## config.mk

```make
export PLATFORM = sky130hd
export DESIGN_NAME = colour_sensor_scan
export DESIGN_NICKNAME = d
export VERILOG_FILES = /design/src/rtl/colour_sensor_pkg.sv /design/src/rtl/freq_edge_counter.sv /design/src/rtl/colour_sensor_scan.sv
export SDC_FILE = /design/constraint.sdc
export NUM_CORES = 1
export LEC_CHECK = 0
export ABC_CLOCK_PERIOD_IN_PS = 1990
export BUFFER_PORTS_ARGS = -buffer_cell sky130_fd_sc_hd__buf_4
export CAP_MARGIN = 20
export CORE_UTILIZATION = 40
export CTS_CLUSTER_SIZE = 20
export DETAILED_ROUTE_END_ITERATION = 8
export PLACE_DENSITY_LB_ADDON = 0.2
export SLEW_MARGIN = 20
export SYNTH_ARGS = -nofsm -noshare
export SYNTH_HDL_FRONTEND = slang
export SYNTH_SLANG_ARGS = --single-unit
```

## constraint.sdc

```tcl
create_clock -name clk -period 1.99 [get_ports clk]
set_input_delay 0.199 -clock clk [delete_from_list [all_inputs] [get_ports clk]]
set_output_delay 0.199 -clock clk [all_outputs]
set_load 0.03 [all_outputs]
```

## src/rtl/colour_sensor_pkg.sv

```systemverilog
//==============================================================================
// Module   : colour_sensor_pkg
// Brief    : Shared scan-FSM states, filter-select codes and colour class ranges.
// Revision : 1.0 - initial release
//==============================================================================
`default_nettype none

package colour_sensor_pkg;

   typedef enum logic [2:0] {
      ST_IDLE     = 3'd0,
      ST_SETTLE   = 3'd1,
      ST_GATE     = 3'd2,
      ST_LATCH    = 3'd3,
      ST_CLASSIFY = 3'd4
   } scan_state_t;

   // {S3,S2} codes in scan order
   localparam logic [1:0] c_filt_red   = 2'b00;
   localparam logic [1:0] c_filt_blue  = 2'b10;
   localparam logic [1:0] c_filt_green = 2'b11;
   localparam logic [1:0] c_filt_clear = 2'b01;

   localparam logic [2:0] c_class_none  = 3'b000;
   localparam logic [2:0] c_class_red   = 3'b001;
   localparam logic [2:0] c_class_blue  = 3'b010;
   localparam logic [2:0] c_class_green = 3'b100;

   // Inclusive count windows {R, B, G} that define each class
   localparam int unsigned c_red_r_lo   = 6;
   localparam int unsigned c_red_r_hi   = 9;
   localparam int unsigned c_red_b_lo   = 10;
   localparam int unsigned c_red_b_hi   = 15;
   localparam int unsigned c_red_g_lo   = 1;
   localparam int unsigned c_red_g_hi   = 3;

   localparam int unsigned c_blue_r_lo  = 0;
   localparam int unsigned c_blue_r_hi  = 5;
   localparam int unsigned c_blue_b_lo  = 20;
   localparam int unsigned c_blue_b_hi  = 60;
   localparam int unsigned c_blue_g_lo  = 0;
   localparam int unsigned c_blue_g_hi  = 9;

   localparam int unsigned c_green_r_lo = 0;
   localparam int unsigned c_green_r_hi = 5;
   localparam int unsigned c_green_b_lo = 0;
   localparam int unsigned c_green_b_hi = 9;
   localparam int unsigned c_green_g_lo = 20;
   localparam int unsigned c_green_g_hi = 60;

   function automatic logic [1:0] filt_code(input logic [1:0] idx);
      logic [1:0] code;
      case (idx)
         2'd0:    code = c_filt_red;
         2'd1:    code = c_filt_blue;
         2'd2:    code = c_filt_green;
         default: code = c_filt_clear;
      endcase
      return code;
   endfunction

   function automatic logic in_range(input int unsigned v, input int unsigned lo,
                                     input int unsigned hi);
      return (v >= lo) && (v <= hi);
   endfunction

   // Red wins over green, green over blue when windows overlap
   function automatic logic [2:0] classify(input int unsigned r, input int unsigned b,
                                           input int unsigned g);
      logic [2:0] cls;
      cls = c_class_none;
      if (in_range(r, c_red_r_lo, c_red_r_hi) && in_range(b, c_red_b_lo, c_red_b_hi) &&
          in_range(g, c_red_g_lo, c_red_g_hi))
         cls = c_class_red;
      else if (in_range(r, c_green_r_lo, c_green_r_hi) &&
               in_range(b, c_green_b_lo, c_green_b_hi) &&
               in_range(g, c_green_g_lo, c_green_g_hi))
         cls = c_class_green;
      else if (in_range(r, c_blue_r_lo, c_blue_r_hi) &&
               in_range(b, c_blue_b_lo, c_blue_b_hi) &&
               in_range(g, c_blue_g_lo, c_blue_g_hi))
         cls = c_class_blue;
      return cls;
   endfunction

endpackage

`default_nettype wire

```

## src/rtl/freq_edge_counter.sv

```systemverilog
//==============================================================================
// Module   : freq_edge_counter
// Brief    : Synchronises the sensor output and counts its rising edges, saturating.
// Revision : 1.0 - initial release
//==============================================================================
`default_nettype none

module freq_edge_counter #(
   parameter int CNT_W = 7
) (
   input  logic             clk,
   input  logic             rst,
   input  logic             signal,
   input  logic             count_en,
   input  logic             clear,
   output logic [CNT_W-1:0] count,
   output logic             sat
);

   localparam logic [CNT_W-1:0] c_cnt_max = '1;

   logic r_sync1;
   logic r_sync2;
   logic r_prev;
   logic w_rise;

   assign w_rise = r_sync2 & ~r_prev;
   assign sat    = (count == c_cnt_max);

   always_ff @(posedge clk) begin
      if (rst) begin
         r_sync1 <= 1'b0;
         r_sync2 <= 1'b0;
         r_prev  <= 1'b0;
         count   <= '0;
      end else begin
         r_sync1 <= signal;
         r_sync2 <= r_sync1;
         r_prev  <= r_sync2;
         if (clear)
            count <= '0;
         else if (count_en && w_rise && (count != c_cnt_max))
            count <= count + 1'b1;
      end
   end

endmodule

`default_nettype wire

```

## src/rtl/colour_sensor_scan.sv

```systemverilog
//==============================================================================
// Module   : colour_sensor_scan
// Brief    : Scans colour-sensor filters, gates edge counts and confirms a colour class.
// Revision : 1.0 - initial release
//==============================================================================
`default_nettype none

module colour_sensor_scan
   import colour_sensor_pkg::*;
#(
   parameter int GATE_CYCLES   = 100000,
   parameter int SETTLE_CYCLES = 1000,
   parameter int CNT_W         = 7,
   parameter int N_FILT        = 3,
   parameter int CONFIRM       = 2
) (
   input  logic             clk,
   input  logic             rst,
   input  logic             en,
   input  logic [1:0]       scale,
   input  logic             signal,
   output logic             S0,
   output logic             S1,
   output logic             S2,
   output logic             S3,
   output logic [CNT_W-1:0] red_cnt,
   output logic [CNT_W-1:0] blue_cnt,
   output logic [CNT_W-1:0] green_cnt,
   output logic [CNT_W-1:0] clear_cnt,
   output logic [2:0]       color,
   output logic             frame_valid,
   output logic             sat
);

   localparam int TMR_MAX = (GATE_CYCLES > SETTLE_CYCLES) ? GATE_CYCLES : SETTLE_CYCLES;
   localparam int TMR_W   = $clog2(TMR_MAX + 1);
   localparam int STRK_W  = $clog2(CONFIRM + 1);

   localparam logic [TMR_W-1:0]  c_gate_last   = TMR_W'(GATE_CYCLES - 1);
   localparam logic [TMR_W-1:0]  c_settle_last = TMR_W'(SETTLE_CYCLES - 1);
   localparam logic [1:0]        c_last_filt   = 2'(N_FILT - 1);
   localparam logic [STRK_W-1:0] c_confirm     = STRK_W'(CONFIRM);

   scan_state_t       r_state;
   logic [TMR_W-1:0]  r_timer;
   logic [1:0]        r_filt_idx;
   logic              r_frame_sat;
   logic [STRK_W-1:0] r_streak;
   logic [2:0]        r_last_class;

   logic [CNT_W-1:0]  w_cnt;
   logic              w_cnt_sat;
   logic              w_count_en;
   logic              w_clear;
   logic              w_abort;
   logic [2:0]        w_class;
   logic [STRK_W-1:0] w_next_streak;

   assign S0         = scale[0];
   assign S1         = scale[1];
   assign {S3, S2}   = filt_code(r_filt_idx);

   assign w_count_en = (r_state == ST_GATE);
   assign w_clear    = (r_state != ST_GATE);
   // A finished frame in CLASSIFY is never discarded; only an unfinished one is
   assign w_abort    = !en && ((r_state == ST_SETTLE) || (r_state == ST_GATE) ||
                               (r_state == ST_LATCH));

   freq_edge_counter #(
      .CNT_W (CNT_W)
   ) u_edge_counter (
      .clk      (clk),
      .rst      (rst),
      .signal   (signal),
      .count_en (w_count_en),
      .clear    (w_clear),
      .count    (w_cnt),
      .sat      (w_cnt_sat)
   );

   always_comb begin
      w_class       = classify(32'(red_cnt), 32'(blue_cnt), 32'(green_cnt));
      w_next_streak = STRK_W'(1);
      if ((r_streak != '0) && (w_class == r_last_class))
         w_next_streak = (r_streak == c_confirm) ? r_streak : r_streak + 1'b1;
   end

   always_ff @(posedge clk) begin
      if (rst) begin
         r_state      <= ST_IDLE;
         r_timer      <= '0;
         r_filt_idx   <= '0;
         r_frame_sat  <= 1'b0;
         r_streak     <= '0;
         r_last_class <= c_class_none;
         red_cnt      <= '0;
         blue_cnt     <= '0;
         green_cnt    <= '0;
         clear_cnt    <= '0;
         color        <= c_class_none;
         frame_valid  <= 1'b0;
         sat          <= 1'b0;
      end else begin
         frame_valid <= 1'b0;
         if (w_abort) begin
            r_state     <= ST_IDLE;
            r_timer     <= '0;
            r_filt_idx  <= '0;
            r_frame_sat <= 1'b0;
            r_streak    <= '0;
         end else begin
            case (r_state)
               ST_IDLE: begin
                  if (en) begin
                     r_state    <= ST_SETTLE;
                     r_timer    <= '0;
                     r_filt_idx <= '0;
                  end
               end
               ST_SETTLE: begin
                  if (r_timer == c_settle_last) begin
                     r_state <= ST_GATE;
                     r_timer <= '0;
                  end else begin
                     r_timer <= r_timer + 1'b1;
                  end
               end
               ST_GATE: begin
                  if (r_timer == c_gate_last) begin
                     r_state <= ST_LATCH;
                     r_timer <= '0;
                  end else begin
                     r_timer <= r_timer + 1'b1;
                  end
               end
               ST_LATCH: begin
                  case (r_filt_idx)
                     2'd0:    red_cnt   <= w_cnt;
                     2'd1:    blue_cnt  <= w_cnt;
                     2'd2:    green_cnt <= w_cnt;
                     default: clear_cnt <= w_cnt;
                  endcase
                  r_frame_sat <= r_frame_sat | w_cnt_sat;
                  r_timer     <= '0;
                  if (r_filt_idx == c_last_filt) begin
                     r_state <= ST_CLASSIFY;
                  end else begin
                     r_filt_idx <= r_filt_idx + 1'b1;
                     r_state    <= ST_SETTLE;
                  end
               end
               ST_CLASSIFY: begin
                  frame_valid  <= 1'b1;
                  sat          <= r_frame_sat;
                  r_frame_sat  <= 1'b0;
                  r_streak     <= w_next_streak;
                  r_last_class <= w_class;
                  if (w_next_streak == c_confirm)
                     color <= w_class;
                  r_filt_idx   <= '0;
                  r_timer      <= '0;
                  r_state      <= en ? ST_SETTLE : ST_IDLE;
               end
               default: begin
                  r_state <= ST_IDLE;
                  r_timer <= '0;
               end
            endcase
         end
      end
   end

endmodule

`default_nettype wire

```

==> results of run 1 <==
## cells in the final DEF, fill, tap and decap left out, drive strengths merged, types with 2 or more instances in the layout
cell type	instances
xnor2	3
or2	6
clkbuf	15
and2	4
nand3b	3
a211oi	2
mux2i	3
nand2	61
a311oi	3
dfxtp	71
ha	7
and3	5
and4	3
or3	2
nor4	6
nor2b	5
a21oi	46
nand3	37
a31oi	5
buf	76
o21ai	4
nand4	6
nand2b	6
nor2	33
or4	2
inv	9
o21a	2
xor2	12
o22ai	2
o31ai	2
nor3	11
## stage by stage
| stage | utilization | cells | power, mW | hold slack [ns] | setup TNS [ns] |
|---|---|---|---|---|---|
| after detailed placement | 0.494 | 549 | 1.60 | 0.398 | -0.0541 |
| after global routing | 0.529 | 570 | 2.69 | 0.0715 | -0.213 |
| after global placement | 0.494 | 549 | 1.60 | 0.398 | -0.0138 |
| after CTS | 0.520 | 567 | 2.59 | 0.0518 | 0 |
| final | 0.529 | 570 | 2.57 | 0.0667 | 0 |
| after floorplan | - | 400 | 1.57 | 0.327 | -0.00627 |
## what timing repair did
item	in CTS	in global routing
hold buffers	0	0
gates resized for setup	4	10
cloned	0	1
setup buffers	2	2
pin swaps	2	7
setup endpoints to repair	6	16
## kinds of logic after synthesis
logic type                 synth area share
and+or+nand+nor                       0.301
AOI/OAI and AO/OA                     0.144
DFF                                   0.427
buffers and inverters                0.0503
xor gates and xnor gates             0.0394
adders and majority gates            0.0263
muxes                                0.0124
## worst max-delay path: stages (launching register included)
cell	delay, ns
dfxtp_1	0.34
nor3_4	0.24
nand3b_1	0.10
buf_4	0.17
nor3_4	0.24
xor2_2	0.13
nor4_4	0.31
mux2_4	0.32
## per-layer routing
layer	vias to the layer above	global-route usage	part of all wire
li1	1514	-	-
met1	1382	0.254	0.48
met4	0	0.0615	0.012
met5	-	0	0
met2	58	0.303	0.46
met3	9	0.0472	0.045
## report_power, final
part / switching (mW) / internal, mW / total (mW)
logic: 0.0937 / 0.0585 / 0.152
registers: 0.00720 / 1.43 / 1.43
clock network: 0.500 / 0.488 / 0.988
total: 0.601 / 1.97 / 2.57
## cell type report
cell class / instances / area share
clock buffer: 15 / 0.0375
clock inverter: 1 / 0.00120
inverter: 9 / 0.00810
multi-input combinational: 296 / 0.442
sequential: 71 / 0.343
tap: 102 / 0.0306
timing repair buffer: 76 / 0.138
## registers in the layout (all words and copies together) (netlist names)
signal	count
blue_cnt	7
clear_cnt	7
color	3
frame_valid	1
green_cnt	7
r_filt_idx	2
r_frame_sat	1
r_last_class	3
r_state	3
r_streak	2
r_timer	17
red_cnt	7
sat	1
u_edge_counter.count	7
u_edge_counter.r_prev	1
u_edge_counter.r_sync1	1
u_edge_counter.r_sync2	1
## how the worst max path moves through the flow
stage                      from     endpoint  slack, ns  depth (start not counted)
detailed placement   r_timer[3]  r_timer[15]      -0.03                          6
global route        blue_cnt[4]     color[2]      -0.05                          7
floorplan           blue_cnt[6]     color[1]     -0.006                          6
CTS                 blue_cnt[6]     color[2]       0.03                          7
global placement     red_cnt[5]     color[1]      -0.01                          6
finish               red_cnt[5]     color[1]       0.04                          7
==> results.sh, run 1 <==
export IMPL_hold_violations=0
export IMPL_dpl_hpwl_mm=5.56
export IMPL_cts_root_buf="clkbuf_8"
export IMPL_avgRoutedWirePerCell_um=13.6
export IMPL_grt_pass1_wl_mm=13.1
export IMPL_synth_area_um2=3330
export IMPL_slew_headroom=0.650
export IMPL_antennaDiodeCount=0
export IMPL_p_leak_nw=1.55
export IMPL_slew_viol_final=0
export IMPL_avgSynthCellArea_um2=8.33
export IMPL_fin_area_um2=4170
export IMPL_finalCritPeriodShare=0.981
export IMPL_synth_seq_cells=71
export IMPL_power_density_nw_per_um2=617
export IMPL_antenna_found_initial=0
export IMPL_clockBufferDepth=2
export IMPL_final_nets=476
export IMPL_maxCapViolCount=0
export IMPL_die_x_um=93.3
export IMPL_clk_latency_ns=0.35
export IMPL_async_flop_share=0
export IMPL_min_period_ns=1.95
export IMPL_hold_class="in -> reg"
export IMPL_synth_edf_count=0
export IMPL_dieArea_um2=8700
export IMPL_ff_latch_area_um2=1430
export IMPL_synth_warnings=0
export IMPL_initial_core_util=0.422
export IMPL_required_ns=2.23
export IMPL_crit_type="reg -> reg"
export IMPL_clkTransAtPathRegs_ns=0.07
export IMPL_rr_startpoint="red_cnt[5]"
export IMPL_drc=0
export IMPL_ios=43
export IMPL_synth_cell_types=58
export IMPL_nFillCells=749
export IMPL_grt_usage=0.191
export IMPL_cts_tree="yes"
export IMPL_core_area_um2=7890
export IMPL_syn_nets=413
export IMPL_synth_area_leaders="dfxtp_1 43%, a21oi_1 6.9%, nand2_1 6.9%, nand3_1 5.6%, nor2_1 3.7%"
export IMPL_finalWeightedCongestion=0.882
export IMPL_numCtsBuffers=9
export IMPL_worst_pin_slew_ns=0.525
export IMPL_multi_input_area_um2=1840
export IMPL_rsz0062_at_grt="yes"
export IMPL_worst_slack_ns=0.0374
export IMPL_areaGrowthSynthToFinish_pct=25.2
export IMPL_synthCells=400
export IMPL_grt_max_degree=46
export IMPL_yosysMostFrequentCell="dfxtp_1"
export IMPL_min_from="signal"
export IMPL_whs_endpoint="u_edge_counter.r_sync1"
export IMPL_ff2ff_path_depth=7
export IMPL_dp_slack_ns=-0.0274
export IMPL_holdPathStages=2
export IMPL_ant_nets=0
export IMPL_critPathMaxFanout=3
export IMPL_ys_seq_area_frac=0.427
export IMPL_drive_above_1_share=0.261
export IMPL_worstPathArrival_ns=2.19
export IMPL_peakVddDrop_mv=0.318
export IMPL_crit_path_start_kind="flop"
export IMPL_finalWirelength_mm=7.78
export IMPL_cts_max_level=3
export IMPL_synth_top_area_frac=0.427
export IMPL_synth_common_cells="71 x dfxtp_1, 61 x nand2_1, 46 x a21oi_1"
export IMPL_rows=32
export IMPL_reg2reg_slack_ns=0.04
export IMPL_timing_fmax_mhz=512
export IMPL_end_kind="flop"
export IMPL_regToRegEndpoint="color[1]"
export IMPL_num_vias=2963
export IMPL_port_buffers=38
export IMPL_first_pass_iters=4
export IMPL_synth_top_area_cell="dfxtp_1"
export IMPL_outcome="complete, no violations"
export IMPL_setup_viol=0
export IMPL_fp_dieH_um=93.3
export IMPL_ys_flop_type="dfxtp_1"
export IMPL_grt_overflow_total=0
export IMPL_drt_initial_drc_count=113
export IMPL_grt_pass1_vias=2772
export IMPL_cts_num_sinks=71
export IMPL_place_area_um2=3900
export IMPL_clock_skew_ns=0.00698
export IMPL_via_per_inst=5.20
Note: power is estimated with default switching activity, not from simulation.
==> run 2: changes to the inputs <==
- PLACE_DENSITY: not set -> 0.6
- PLACE_DENSITY_LB_ADDON: 0.2 -> not set
==> results.sh, run 2 (synthesized netlist as in run 1, its figures left out) <==
export IMPL_areaGrowthSynthToFinish_pct=29.6
export IMPL_hold_class="in -> reg"
export IMPL_worstPathArrival_ns=2.20
export IMPL_grt_overflow_total=0
export IMPL_setup_tns_ns=0
export IMPL_die_x_um=93.3
export IMPL_nFillCells=741
export IMPL_port_buffers=38
export IMPL_cp_num_buf_inv=1
export IMPL_critPathMaxFanout=7
export IMPL_dp_slack_ns=-0.0592
export IMPL_avgRoutedWirePerCell_um=14.1
export IMPL_clk_latency_ns=0.35
export IMPL_cpPeakStageDelay_ns=0.53
export IMPL_grt_max_degree=46
export IMPL_grt_usage=0.190
export IMPL_cts_num_sinks=71
export IMPL_clock_skew_ns=0.00760
export IMPL_maxCapViolCount=0
export IMPL_dpl_hpwl_mm=5.56
export IMPL_fin_area_um2=4320
export IMPL_slew_headroom=0.621
export IMPL_slew_viol_final=0
export IMPL_grt_pass1_vias=2689
export IMPL_finalWirelength_mm=8.07
export IMPL_p_leak_nw=1.62
export IMPL_first_pass_iters=4
export IMPL_clockBufferDepth=2
export IMPL_mostFrequentLayoutCells="79 x buf_4, 62 x dfxtp_1, 59 x nand2_1, 43 x a21oi_1, 37 x nand3_1"
export IMPL_required_ns=2.20
export IMPL_mostFrequentLayoutCell="buf_4"
export IMPL_drt_initial_drc_count=84
export IMPL_holdPathStages=2
export IMPL_worst_slack_ns=0.00445
export IMPL_rsz0062_at_grt="yes"
export IMPL_cts_root_buf="clkbuf_8"
export IMPL_cts_tree="yes"
export IMPL_ant_nets=0
export IMPL_drc=0
export IMPL_timing_fmax_mhz=504
export IMPL_cpLargestDelayFamily="simple AND/OR/NAND/NOR gates"
export IMPL_power_density_nw_per_um2=692
export IMPL_final_nets=480
export IMPL_grt_pass1_wl_mm=12.9
export IMPL_cts_max_level=3
export IMPL_hold_violations=0
export IMPL_core_area_um2=7890
export IMPL_min_period_ns=1.99
export IMPL_ff2ff_path_depth=7
export IMPL_crit_type="reg -> reg"
export IMPL_worst_pin_slew_ns=0.568
export IMPL_end_kind="flop"
export IMPL_drive_above_1_share=0.294
export IMPL_numCtsBuffers=9
export IMPL_rows=32
export IMPL_antennaDiodeCount=0
export IMPL_num_vias=2980
export IMPL_antenna_found_initial=0
export IMPL_critical_path_depth=7
export IMPL_fin_total_pwr_mw=2.99
export IMPL_setup_viol=0
export IMPL_dieArea_um2=8700
export IMPL_finalCritPeriodShare=0.998
export IMPL_ios=43
export IMPL_cp_cell_sequence="or4b_1 -> nor3_2 -> a311oi_2 -> or2_4 -> buf_4 -> a21oi_2 -> a211oi_1"
export IMPL_regMostFlops="r_timer"
export IMPL_crit_path_start_kind="flop"
export IMPL_finalWeightedCongestion=0.791
export IMPL_via_per_inst=5.19
export IMPL_largest_reg_flops=17
export IMPL_initial_core_util=0.422
export IMPL_fp_dieH_um=93.3
export IMPL_peakVddDrop_mv=0.321
export IMPL_place_area_um2=3900
export IMPL_clkTransAtPathRegs_ns=0.07
export IMPL_critPathSlowestCell="or4b_1"
export IMPL_hold_buffers=0
export IMPL_outcome="complete, no violations"
-- run 2: layer usage --
metal  track usage  up-vias  share of wire
met3        0.0480       10          0.035
met1         0.252     1386           0.50
met4        0.0654        0          0.013
met2         0.300       53           0.46
li1              -     1531              -
met5             0        -              0
-- run 2: what timing repair did --
| action | in CTS | in global routing |
|---|---|---|
| buffers inserted | 0 | 9 |
| endpoints found under the setup margin | 2 | 15 |
| pin swaps | 0 | 15 |
| resized for setup | 1 | 24 |
-- run 2: worst reg2reg max path, stage by stage, from the launching register on --
cell      delay, ns
dfxtp_2        0.32
or4b_1         0.53
nor3_2         0.24
a311oi_2       0.15
or2_4          0.29
buf_4          0.15
a21oi_2        0.10
a211oi_1       0.07
-- run 2: path summary, 6_finish.rpt --
kind,to,slack [ns],from
worst max-delay path,r_timer[13],0.004,r_timer[10]
worst min-delay path,u_edge_counter.r_sync1,0.06,signal
worst max register to register,r_timer[13],0.004,r_timer[10]
worst min register to register,u_edge_counter.r_sync2,0.44,u_edge_counter.r_sync1
-- run 2: per-stage QoR --
step | hold slack (ns) | instances | util
after global routing | 0.0905 | 574 | 0.548
after detailed placement | 0.398 | 549 | 0.494
after CTS | 0.0538 | 565 | 0.525
after floorplan | 0.327 | 400 | -
after global placement | 0.398 | 549 | 0.494
final | 0.0642 | 574 | 0.548
-- run 2: final cells by class --
cell class | instances | area, um2 | share of cell area
Multi-Input combinational cell | 295 | 1860 | 0.431
Sequential cell | 71 | 1440 | 0.333
Timing Repair Buffer | 81 | 616 | 0.143
Clock buffer | 14 | 183 | 0.0423
Tap cell | 102 | 128 | 0.0295
Clock inverter | 2 | 60.1 | 0.0139
Inverter | 9 | 33.8 | 0.00782
-- run 2: where the power goes --
part | switching, mW | internal (mW)
Clock | 0.534 | 0.844
Combinational | 0.106 | 0.0744
Sequential | 0.00484 | 1.43
==> run 3: changes to the inputs <==
- SYNTH_HIERARCHICAL: not set -> 1
==> results.sh, run 3 <==
export IMPL_antenna_found_initial=0
export IMPL_power_density_nw_per_um2=871
export IMPL_grt_pass1_vias=2857
export IMPL_synth_top_area_cell="dfxtp_1"
export IMPL_synthCells=414
export IMPL_synth_area_leaders="dfxtp_1 42%, nand2_1 7.5%, a21oi_1 6.6%, nand3_1 5.4%, nor2_1 4.3%"
export IMPL_mostFrequentLayoutCell="nand2_1"
export IMPL_antennaDiodeCount=0
export IMPL_avgRoutedWirePerCell_um=14.6
export IMPL_synth_seq_cells=71
export IMPL_slew_headroom=0.618
export IMPL_critPathSlowestCell="a221o_1"
export IMPL_grt_usage=0.198
export IMPL_clockBufferDepth=2
export IMPL_cts_max_level=3
export IMPL_ios=43
export IMPL_synth_top_area_frac=0.418
export IMPL_met3_usage=0.0421
export IMPL_finalCritPeriodShare=0.966
export IMPL_hold_violations=0
export IMPL_avgSynthCellArea_um2=8.21
export IMPL_peakVddDrop_mv=0.395
export IMPL_drive_above_1_share=0.236
export IMPL_cp_num_buf_inv=0
export IMPL_grt_overflow_total=0
export IMPL_critPathMaxFanout=5
export IMPL_first_pass_iters=4
export IMPL_setup_viol=0
export IMPL_worst_slack_ns=0.0667
export IMPL_dpl_hpwl_mm=5.64
export IMPL_grt_most_used_layer="met2"
export IMPL_critical_path_depth=7
export IMPL_min_period_ns=1.92
export IMPL_die_x_um=94.2
export IMPL_async_flop_share=0
export IMPL_cts_tree="yes"
export IMPL_rows=33
export IMPL_cpPeakStageDelay_ns=0.43
export IMPL_clk_latency_ns=0.35
export IMPL_largest_reg_flops=17
export IMPL_yosysMostFrequentCell="dfxtp_1"
export IMPL_dieArea_um2=8870
export IMPL_maxCapViolCount=0
export IMPL_num_vias=3088
export IMPL_endpoint="r_timer[3]"
export IMPL_slew_viol_final=0
export IMPL_grt_pass1_wl_mm=13.7
export IMPL_drt_initial_drc_count=113
export IMPL_p_leak_nw=1.58
export IMPL_numCtsBuffers=9
export IMPL_synth_area_um2=3400
export IMPL_syn_nets=427
export IMPL_grt_use_met1=0.260
export IMPL_holdPathStages=2
export IMPL_fp_dieH_um=94.2
export IMPL_timing_fmax_mhz=520
export IMPL_initial_core_util=0.414
export IMPL_mostFrequentLayoutCells="67 x nand2_1, 64 x dfxtp_1, 55 x buf_4, 45 x a21oi_1, 37 x nor2_1"
export IMPL_ant_nets=0
export IMPL_ys_flop_type="dfxtp_1"
export IMPL_rsz0062_at_grt="yes"
export IMPL_port_buffers=38
export IMPL_regToRegEndpoint="r_timer[3]"
export IMPL_clkTransAtPathRegs_ns=0.08
export IMPL_synth_edf_count=0
export IMPL_cp_cell_sequence="ha_4 -> and4_1 -> a41o_1 -> a221o_1 -> and2_4 -> a21o_4 -> nor2_1"
export IMPL_cts_num_sinks=71
export IMPL_crit_type="reg -> reg"
export IMPL_core_area_um2=8220
export IMPL_required_ns=2.28
export IMPL_finalWirelength_mm=8.41
export IMPL_synth_common_cells="71 x dfxtp_1, 68 x nand2_1, 45 x a21oi_1"
export IMPL_crit_start="r_timer[1]"
export IMPL_regMostFlops="r_timer"
export IMPL_crit_path_start_kind="flop"
export IMPL_dp_slack_ns=-0.0180
export IMPL_worst_pin_slew_ns=0.569
export IMPL_final_util=0.519
export IMPL_grt_use_met2=0.316
export IMPL_final_nets=478
export IMPL_end_kind="flop"
export IMPL_ys_seq_area_frac=0.418
export IMPL_clock_skew_ns=0.0133
export IMPL_areaGrowthSynthToFinish_pct=25.5
export IMPL_synth_warnings=6
export IMPL_synth_cell_types=55
export IMPL_rr_startpoint="r_timer[1]"
export IMPL_cts_root_buf="clkbuf_8"
export IMPL_finalWeightedCongestion=0.815
export IMPL_drc=0
export IMPL_grt_max_degree=37
export IMPL_cpLargestDelayFamily="compound AO/OA/AOI/OAI gates"
export IMPL_worstPathArrival_ns=2.21
export IMPL_outcome="complete, no violations"
export IMPL_reg2reg_slack_ns=0.07
export IMPL_ff2ff_path_depth=7
export IMPL_via_per_inst=5.37
export IMPL_hold_class="in -> reg"
run 3: changes by cell type after synthesis, moves of 4 or more:
| cell | change |
|---|---|
| a31oi_1 | -4 |
| nor2_1 | +6 |
| nand2_1 | +7 |
| mux2i_1 | +4 |
| nor3_1 | -4 |
run 3: cells by family after synthesis:
kind of cell / Yosys count / synth area share
buffers and inverters: 28 / 0.0398
DFF: 71 / 0.418
muxes: 7 / 0.0206
AOI/OAI and AO/OA: 77 / 0.146
adders and majority gates: 8 / 0.0287
xor gates and xnor gates: 13 / 0.0335
and+or+nand+nor: 210 / 0.313
run 3: worst min path at each step:
stage | slack, ns | startpoint | end
global route | 0.09 | signal | u_edge_counter/r_sync1
CTS | 0.05 | signal | u_edge_counter/r_sync1
finish | 0.06 | signal | u_edge_counter/r_sync1
detailed placement | 0.40 | scale[0] | S0
global placement | 0.40 | scale[0] | S0
floorplan | 0.27 | rst | u_edge_counter/r_prev
run 3: layer usage:
metal	wire, um	vias up
met2	3930	61
met4	68	0
li1	-	1569
met5	0	-
met3	353	6
met1	4060	1452
run 3: layout make-up:
| type | instances | area [um2] |
|---|---|---|
| clock buffers | 10 | 138 |
| clock inverters | 6 | 115 |
| fillers | 779 | 3950 |
| inverters | 9 | 33.8 |
| multi-input cells | 316 | 1960 |
| flip-flops and latches | 71 | 1430 |
| well taps | 105 | 131 |
| repair buffers | 58 | 455 |
run 3: where the power goes:
part           total [mW]  internal, mW  switching (mW)
Combinational       0.745         0.304           0.440
Sequential           1.51          1.46          0.0524
Clock                1.46         0.874           0.585
Total                3.72          2.64            1.08
run 3: repair_timing:
| action | 4_1_cts | 5_1_grt |
|---|---|---|
| pin swaps | 0 | 12 |
| gates cloned | 0 | 1 |
| hold buffers | 0 | 0 |
| setup endpoints to repair | 2 | 18 |
| setup buffers | 0 | 6 |
| hold endpoints to repair | 0 | 0 |
| gates resized for setup | 1 | 28 |
run 3: stage by stage:
step                      std cells  total power [mW]  hold WS (ns)  cell area [um2]  TNS, ns
after floorplan                 414              1.95         0.271             3400        0
after global placement          552              2.12         0.398             3840        0
after detailed placement        552              2.12         0.398             3840  -0.0330
after CTS                       568              3.57        0.0547             4100        0
after global routing            575              3.87        0.0863             4270   -0.118
final                           575              3.72        0.0594             4270        0
